File: config.mk
export PLATFORM = sky130hd
export DESIGN_NAME = lif_sequencer
export DESIGN_NICKNAME = d
export VERILOG_FILES = /design/src/rtl/lif_pkg.sv /design/src/rtl/lif_step_timer.sv /design/src/rtl/lif_sequencer.sv
export SDC_FILE = /design/constraint.sdc
export NUM_CORES = 1
export LEC_CHECK = 0
export ABC_CLOCK_PERIOD_IN_PS = 3800
export CELL_PAD_IN_SITES_DETAIL_PLACEMENT = 1
export CELL_PAD_IN_SITES_GLOBAL_PLACEMENT = 1
export CORE_MARGIN = 1
export CORE_UTILIZATION = 39
export CTS_BUF_LIST = sky130_fd_sc_hd__clkbuf_4 sky130_fd_sc_hd__clkbuf_8
export DETAILED_ROUTE_END_ITERATION = 8
export PLACE_DENSITY = 0.78
export SKIP_LAST_GASP = 1
export SYNTH_ARGS = -nofsm -noshare
export SYNTH_HDL_FRONTEND = slang
export SYNTH_SLANG_ARGS = --single-unit
File: constraint.sdc
create_clock -name clk -period 3.8 [get_ports clk]
set_input_delay 0.76 -clock clk [delete_from_list [all_inputs] [get_ports clk]]
set_output_delay 0.76 -clock clk [all_outputs]
set_load 0.02 [all_outputs]
File: src/rtl/lif_pkg.sv
`default_nettype none
// ============================================================================
// Module      : lif_pkg
// Description : Shared types and constants for the LIF neuron sequencer:
//               sequencer state encoding, config word slot indices and
//               default widths/parameters.
// Revision    : 1.0 - initial release
// ============================================================================
package lif_pkg;

  // Sequencer states: loading configuration words, or pacing the neuron
  typedef enum logic [0:0] {
    LOAD = 1'b0,
    RUN  = 1'b1
  } lif_state_t;

  // Slot of each configuration word in the load stream
  localparam int IDX_EREST = 0;
  localparam int IDX_ETAU  = 1;
  localparam int IDX_VTH   = 2;
  localparam int IDX_COEF0 = 3;

  // Default widths and timing parameters
  localparam int LIF_W        = 16;
  localparam int LIF_N_COEF   = 9;
  localparam int LIF_STEP_DIV = 4;
  localparam int LIF_REFRACT  = 2;
  localparam int LIF_I_W      = 8;
  localparam int LIF_CNT_W    = 16;

endpackage
`default_nettype wire

File: src/rtl/lif_step_timer.sv
`default_nettype none
// ============================================================================
// Module      : lif_step_timer
// Description : Divides the clock into neuron update steps and tracks the
//               post-spike refractory window. step_fire marks the edge on
//               which step_en will be registered high; refr_active tells the
//               caller that the current sampled on that edge must be zero.
// Revision    : 1.0 - initial release
// ============================================================================
module lif_step_timer
  import lif_pkg::*;
#(
  parameter int STEP_DIV = LIF_STEP_DIV,
  parameter int REFRACT  = LIF_REFRACT
) (
  input  logic clk,
  input  logic rst,
  input  logic run,
  input  logic clear,
  input  logic spike_in,
  output logic step_en,
  output logic step_fire,
  output logic refr_active
);

  localparam logic [7:0] c_step_last = 8'(STEP_DIV - 1);
  localparam logic [7:0] c_refract   = 8'(REFRACT);

  logic [7:0] r_step_cnt;
  logic [7:0] r_refr_cnt;
  logic       r_step_en;

  // A step happens when the divider sits on its last count; a same-edge
  // spike also forces zero current because its refractory load wins.
  assign step_fire   = run && !clear && (r_step_cnt == c_step_last);
  assign refr_active = (r_refr_cnt != 8'd0) ||
                       (run && spike_in && (c_refract != 8'd0));
  assign step_en     = r_step_en;

  // Step divider and registered strobe; held at zero outside RUN
  always_ff @(posedge clk or negedge rst) begin
    if (!rst) begin
      r_step_cnt <= 8'd0;
      r_step_en  <= 1'b0;
    end else if (clear || !run) begin
      r_step_cnt <= 8'd0;
      r_step_en  <= 1'b0;
    end else begin
      r_step_en  <= step_fire;
      r_step_cnt <= step_fire ? 8'd0 : r_step_cnt + 8'd1;
    end
  end

  // Refractory counter: spike reloads it, each step consumes one count
  always_ff @(posedge clk or negedge rst) begin
    if (!rst) begin
      r_refr_cnt <= 8'd0;
    end else if (clear) begin
      r_refr_cnt <= 8'd0;
    end else if (run && spike_in) begin
      r_refr_cnt <= c_refract;
    end else if (step_fire && (r_refr_cnt != 8'd0)) begin
      r_refr_cnt <= r_refr_cnt - 8'd1;
    end
  end

endmodule
`default_nettype wire

File: src/rtl/lif_sequencer.sv
`default_nettype none
// ============================================================================
// Module      : lif_sequencer
// Description : Loads the LIF neuron configuration from a fixed-order word
//               stream (E_REST, E_TAU, V_TH, N_COEF coefficients), then runs
//               the neuron with a periodic step strobe, per-step input
//               current sampling and a post-spike refractory window.
//               Optional spike counter enabled by macro LIF_SPIKE_COUNT_EN.
// Revision    : 1.0 - initial release
// ============================================================================
module lif_sequencer
  import lif_pkg::*;
#(
  parameter int W        = LIF_W,
  parameter int N_COEF   = LIF_N_COEF,
  parameter int STEP_DIV = LIF_STEP_DIV,
  parameter int REFRACT  = LIF_REFRACT
) (
  input  logic                  clk,
  input  logic                  rst,
  input  logic                  cfg_valid,
  input  logic [W-1:0]          cfg_word,
  output logic                  cfg_ready,
  input  logic                  cfg_clear,
  output logic [W-1:0]          e_rest,
  output logic [W-1:0]          e_tau,
  output logic [W-1:0]          v_th,
  output logic [N_COEF*W-1:0]   coef,
  output logic                  cfg_done,
  input  logic [LIF_I_W-1:0]    i_in,
  output logic [LIF_I_W-1:0]    i_out,
  output logic                  step_en,
  input  logic                  spike_in,
  output logic [LIF_CNT_W-1:0]  spike_cnt
);

  localparam int             IDXW       = $clog2(N_COEF + 3);
  localparam logic [IDXW-1:0] c_idx_last = IDXW'(IDX_COEF0 + N_COEF - 1);

  lif_state_t          r_state;
  lif_state_t          w_state_nxt;
  logic [IDXW-1:0]     r_idx;
  logic [W-1:0]        r_e_rest;
  logic [W-1:0]        r_e_tau;
  logic [W-1:0]        r_v_th;
  logic [W-1:0]        r_coef [N_COEF];
  logic [LIF_I_W-1:0]  r_i_out;
  logic                w_accept;
  logic                w_run;
  logic                w_step_fire;
  logic                w_refr_active;

  // A word dropped together with cfg_clear is never written anywhere
  assign w_accept  = cfg_valid && (r_state == LOAD) && !cfg_clear;
  assign w_run     = (r_state == RUN);
  assign cfg_ready = (r_state == LOAD);
  assign cfg_done  = w_run;

  assign e_rest = r_e_rest;
  assign e_tau  = r_e_tau;
  assign v_th   = r_v_th;
  assign i_out  = r_i_out;

  for (genvar k = 0; k < N_COEF; k++) begin : g_coef_out
    assign coef[k*W +: W] = r_coef[k];
  end

  // State register
  always_ff @(posedge clk or negedge rst) begin
    if (!rst) r_state <= LOAD;
    else      r_state <= w_state_nxt;
  end

  // Next state: clear always returns to LOAD; the last word enters RUN
  always_comb begin
    w_state_nxt = r_state;
    if (cfg_clear) begin
      w_state_nxt = LOAD;
    end else if (w_accept && (r_idx == c_idx_last)) begin
      w_state_nxt = RUN;
    end
  end

  // Word slot index advances on every accepted word
  always_ff @(posedge clk or negedge rst) begin
    if (!rst)          r_idx <= '0;
    else if (cfg_clear) r_idx <= '0;
    else if (w_accept)  r_idx <= r_idx + 1'b1;
  end

  // Config register file; clear keeps the old values until overwritten
  always_ff @(posedge clk or negedge rst) begin
    if (!rst) begin
      r_e_rest <= '0;
      r_e_tau  <= '0;
      r_v_th   <= '0;
      for (int k = 0; k < N_COEF; k++) r_coef[k] <= '0;
    end else if (w_accept) begin
      if (r_idx == IDXW'(IDX_EREST)) r_e_rest <= cfg_word;
      if (r_idx == IDXW'(IDX_ETAU))  r_e_tau  <= cfg_word;
      if (r_idx == IDXW'(IDX_VTH))   r_v_th   <= cfg_word;
      for (int k = 0; k < N_COEF; k++) begin
        if (r_idx == IDXW'(IDX_COEF0 + k)) r_coef[k] <= cfg_word;
      end
    end
  end

  lif_step_timer #(
    .STEP_DIV (STEP_DIV),
    .REFRACT  (REFRACT)
  ) u_step_timer (
    .clk         (clk),
    .rst         (rst),
    .run         (w_run),
    .clear       (cfg_clear),
    .spike_in    (spike_in),
    .step_en     (step_en),
    .step_fire   (w_step_fire),
    .refr_active (w_refr_active)
  );

  // Current sample taken on each step edge, gated by the refractory window
  always_ff @(posedge clk or negedge rst) begin
    if (!rst)             r_i_out <= '0;
    else if (cfg_clear)   r_i_out <= '0;
    else if (w_step_fire) r_i_out <= w_refr_active ? '0 : i_in;
  end

`ifdef LIF_SPIKE_COUNT_EN
  logic [LIF_CNT_W-1:0] r_spike_cnt;

  // Saturating count of spike cycles seen while running
  always_ff @(posedge clk or negedge rst) begin
    if (!rst) begin
      r_spike_cnt <= '0;
    end else if (cfg_clear) begin
      r_spike_cnt <= '0;
    end else if (w_run && spike_in && (r_spike_cnt != {LIF_CNT_W{1'b1}})) begin
      r_spike_cnt <= r_spike_cnt + 1'b1;
    end
  end

  assign spike_cnt = r_spike_cnt;
`else
  assign spike_cnt = '0;
`endif

endmodule
`default_nettype wire

==> flow_summary.toml <==
[grt]
grt_first_pass_wirelength_um = 40060
grt_use_met3_pct = 5.214
grt_use_met2_pct = 38.46
grt_antenna_before_repair = 0
track_usage_pct = 22.46
grt_use_met1_pct = 28.21
grt_pass1_vias = 6478
global_route.peak_usage_layer = "met2"
overflow = 0
grt_max_degree = 116

[floorplan]
die_area_um2 = 23690
fp-row-count = 55
die_h_um = 153.9
ioPinCount = 248
start_util_pct = 39.75
core-area_um2 = 22640
die_w_um = 153.9

[finish]
area_delta_synth_final_pct = 37.40
num_antenna_cells = 0
fin_nets = 866
drive_above_1_share_pct = 33.26
stdcell_area_um2 = 12360
stdcell_count = 1145
final_core_util_pct = 54.61

[timing]
setup_viol_count_final = 0
rsz0062_at_grt = "no"
period_needed_ps = 2550
max_freq_ghz = 0.3921
relSlewSlack_pct = 41.49
hold_viol = 0
post-route-period-util_pct = 67.12
slew_viol_final = 0
worstMarginPinSlew_ps = 877.7
setup_tns_ps = 0
skew_ps = 18.88

[clock_network]
clk_pin_slew_worst_paths_ps = 50
ctsHtreeMaxLevel = 2
clk_path_buf_depth = 3
cts_tree = "built"
cts_hold_buf = 0
clock-sinks = 222
clk_latency_ps = 540
cts_resized = 0
root_buffer = "clkbuf_8"
cts_buffers = 39
post_cts_buffers = 0

[placement]
placed_area_um2 = 11510
place_inst = 1075
routabilityCongestion = 0.8100
dpl.hpwl_um = 17440
portBuffers = 231

[yosys]
post-synth-top-area-cell = "dfrtp_1"
synth_top_area_share_pct = 61.74
synth-edff-count = 0
seq_area_frac_synth_pct = 61.74
synth_common_cells = "dfrtp_1, mux2_2, mux2_4"
synth_async_sr_flop_share_pct = 100.0
synth_cells = 587
synth_seq_cells = 222
syn_area_um2 = 8999
yosys-top-cells-area = "dfrtp_1, mux2_2, mux2_4, buf_4, ha_1"
yosysMostFrequentCell = "dfrtp_1"
ys.flop_type = "dfrtp_1"
yosysUniqueCellTypes = 43
syn_area_per_cell_um2 = 15.33
yosys_warnings = 0

[run]
cap_violations = 0

[power_and_ir_drop]
p_per_area_nw_per_um2 = 502.8
vdd_drop_max_mv = 0.2204
static-leakage-power_nw = 5.949
power_w = 0.006217

[detailed_routing]
num_vias = 5767
drc = 0
drt_first_pass_iters = 5
via_per_inst = 5.037
antenna_left = 0
drt_iter0_drc = 223
drt-total-wl_um = 25590
wl_per_cell_um = 22.35

[status]
status = "complete, no violations"

[critical_path]
reg2reg_depth = 4
path_delay_family = "buffers and inverters"
cp_max_fo = 11
worst-path-buf-inv = 1
crit_slowest_cell = "clkdlybuf4s50_1"
setup.worst_path.start_class = "flop"
worst-setup-path-type = "flop to primary output"
critical_path_depth = 1
cp_data_required_time_ps = 3040
critPathArrivalTime_ps = 1790
path_cells = "clkdlybuf4s50_1"
cp-end-kind = "primary output"
crit_path_max_incr_delay_ps = 700

[hold_path]
hold_class = "input pin to async pin"
-- layer usage --
layer,routed length (µm),share of wire (%)
met1,10880,43
met3,1346,5.3
met4,510,2.0
met5,0,0
met2,12850,50
-- flip-flops by register name, summed over array words and instances (netlist names) --
signal,cells
e_tau,16
coef,144
u_step_timer.step_en,1
cfg_done,1
u_step_timer.r_refr_cnt,8
u_step_timer.r_step_cnt,8
i_out,8
v_th,16
e_rest,16
r_idx,4
-- placed cells by master, fill, tap and decap left out, drive strengths merged --
| cell | Yosys | layout |
|---|---|---|
| inv | 7 | 8 |
| and2 | 2 | 2 |
| and3 | 4 | 4 |
| o21ai | 2 | 2 |
| clkinv | 0 | 1 |
| clkbuf | 16 | 67 |
| nor3 | 2 | 2 |
| mux2i | 1 | 1 |
| a22o | 8 | 8 |
| o311ai | 2 | 2 |
| dfrtp | 222 | 222 |
| xnor2 | 3 | 3 |
| nand3 | 5 | 5 |
| xor2 | 6 | 6 |
| or4 | 2 | 2 |
| nand2b | 5 | 5 |
| nand2 | 20 | 20 |
| a31oi | 1 | 1 |
| conb | 1 | 16 |
| ha | 6 | 6 |
| nor2b | 2 | 2 |
| nor4 | 1 | 1 |
| nor4b | 4 | 4 |
| clkdlybuf4s50 | 0 | 230 |
| or3 | 4 | 4 |
| nand4 | 4 | 4 |
| clkinvlp | 0 | 1 |
| nor2 | 16 | 16 |
| o31ai | 2 | 2 |
| nand4b | 3 | 3 |
| o41ai | 1 | 1 |
| a21o | 1 | 1 |
| a21oi | 8 | 8 |
| mux2 | 192 | 192 |
| buf | 34 | 8 |
-- final timing paths --
check	from	to	slack (ps)
worst max-delay path	cfg_done	cfg_done	1250
worst min-delay path	rst	e_tau[8]	290
worst max register to register	cfg_done	coef[4]	1640
worst min register to register	coef[37]	coef[37]	500
max in group asynchronous	rst	v_th[1]	2640
min in group clk	coef[37]	coef[37]	500
-- cells by family after synthesis --
group                      count (synthesis)  share of synthesized area (%)
other                                      1                        0.04167
and+or+nand+nor                           74                          5.617
buffers and inverters                     57                          3.601
xor gates and xnor gates                   9                         0.8760
DFF                                      222                          61.74
adders and majority gates                  6                         0.8342
AOI/OAI and AO/OA                         25                          1.947
muxes                                    193                          25.35
-- metrics by stage --
step | setup slack (ps) | hold WS [ps]
2_1_floorplan | 1777 | 447.9
3_3_place_gp | 968.5 | 463.3
3_5_place_dp | 889.7 | 492.6
4_1_cts | 1218 | 314.7
5_1_grt | 1173 | 362.0
6_report | 1250 | 295.0
-- where the power goes --
| part | switching (W) | internal (W) | total (W) | leakage, nW |
|---|---|---|---|---|
| Sequential | 0.000134 | 0.00259 | 0.00272 | 3.00 |
| Clock | 0.000981 | 0.00138 | 0.00236 | 0.454 |
| Combinational | 0.000573 | 0.000564 | 0.00114 | 2.49 |
| Total | 0.00169 | 0.00453 | 0.00622 | 5.95 |
-- area by class of cell --
class / instances / area (µm²)
inverter: 7 / 26.28
clock inverter: 3 / 21.27
tap: 285 / 356.6
fill: 2178 / 10280
clock buffer: 67 / 834.6
timing repair buffer: 238 / 2395
multi-input combinational: 323 / 3176
sequential: 222 / 5555
Note: power is estimated with default switching activity, not from simulation.
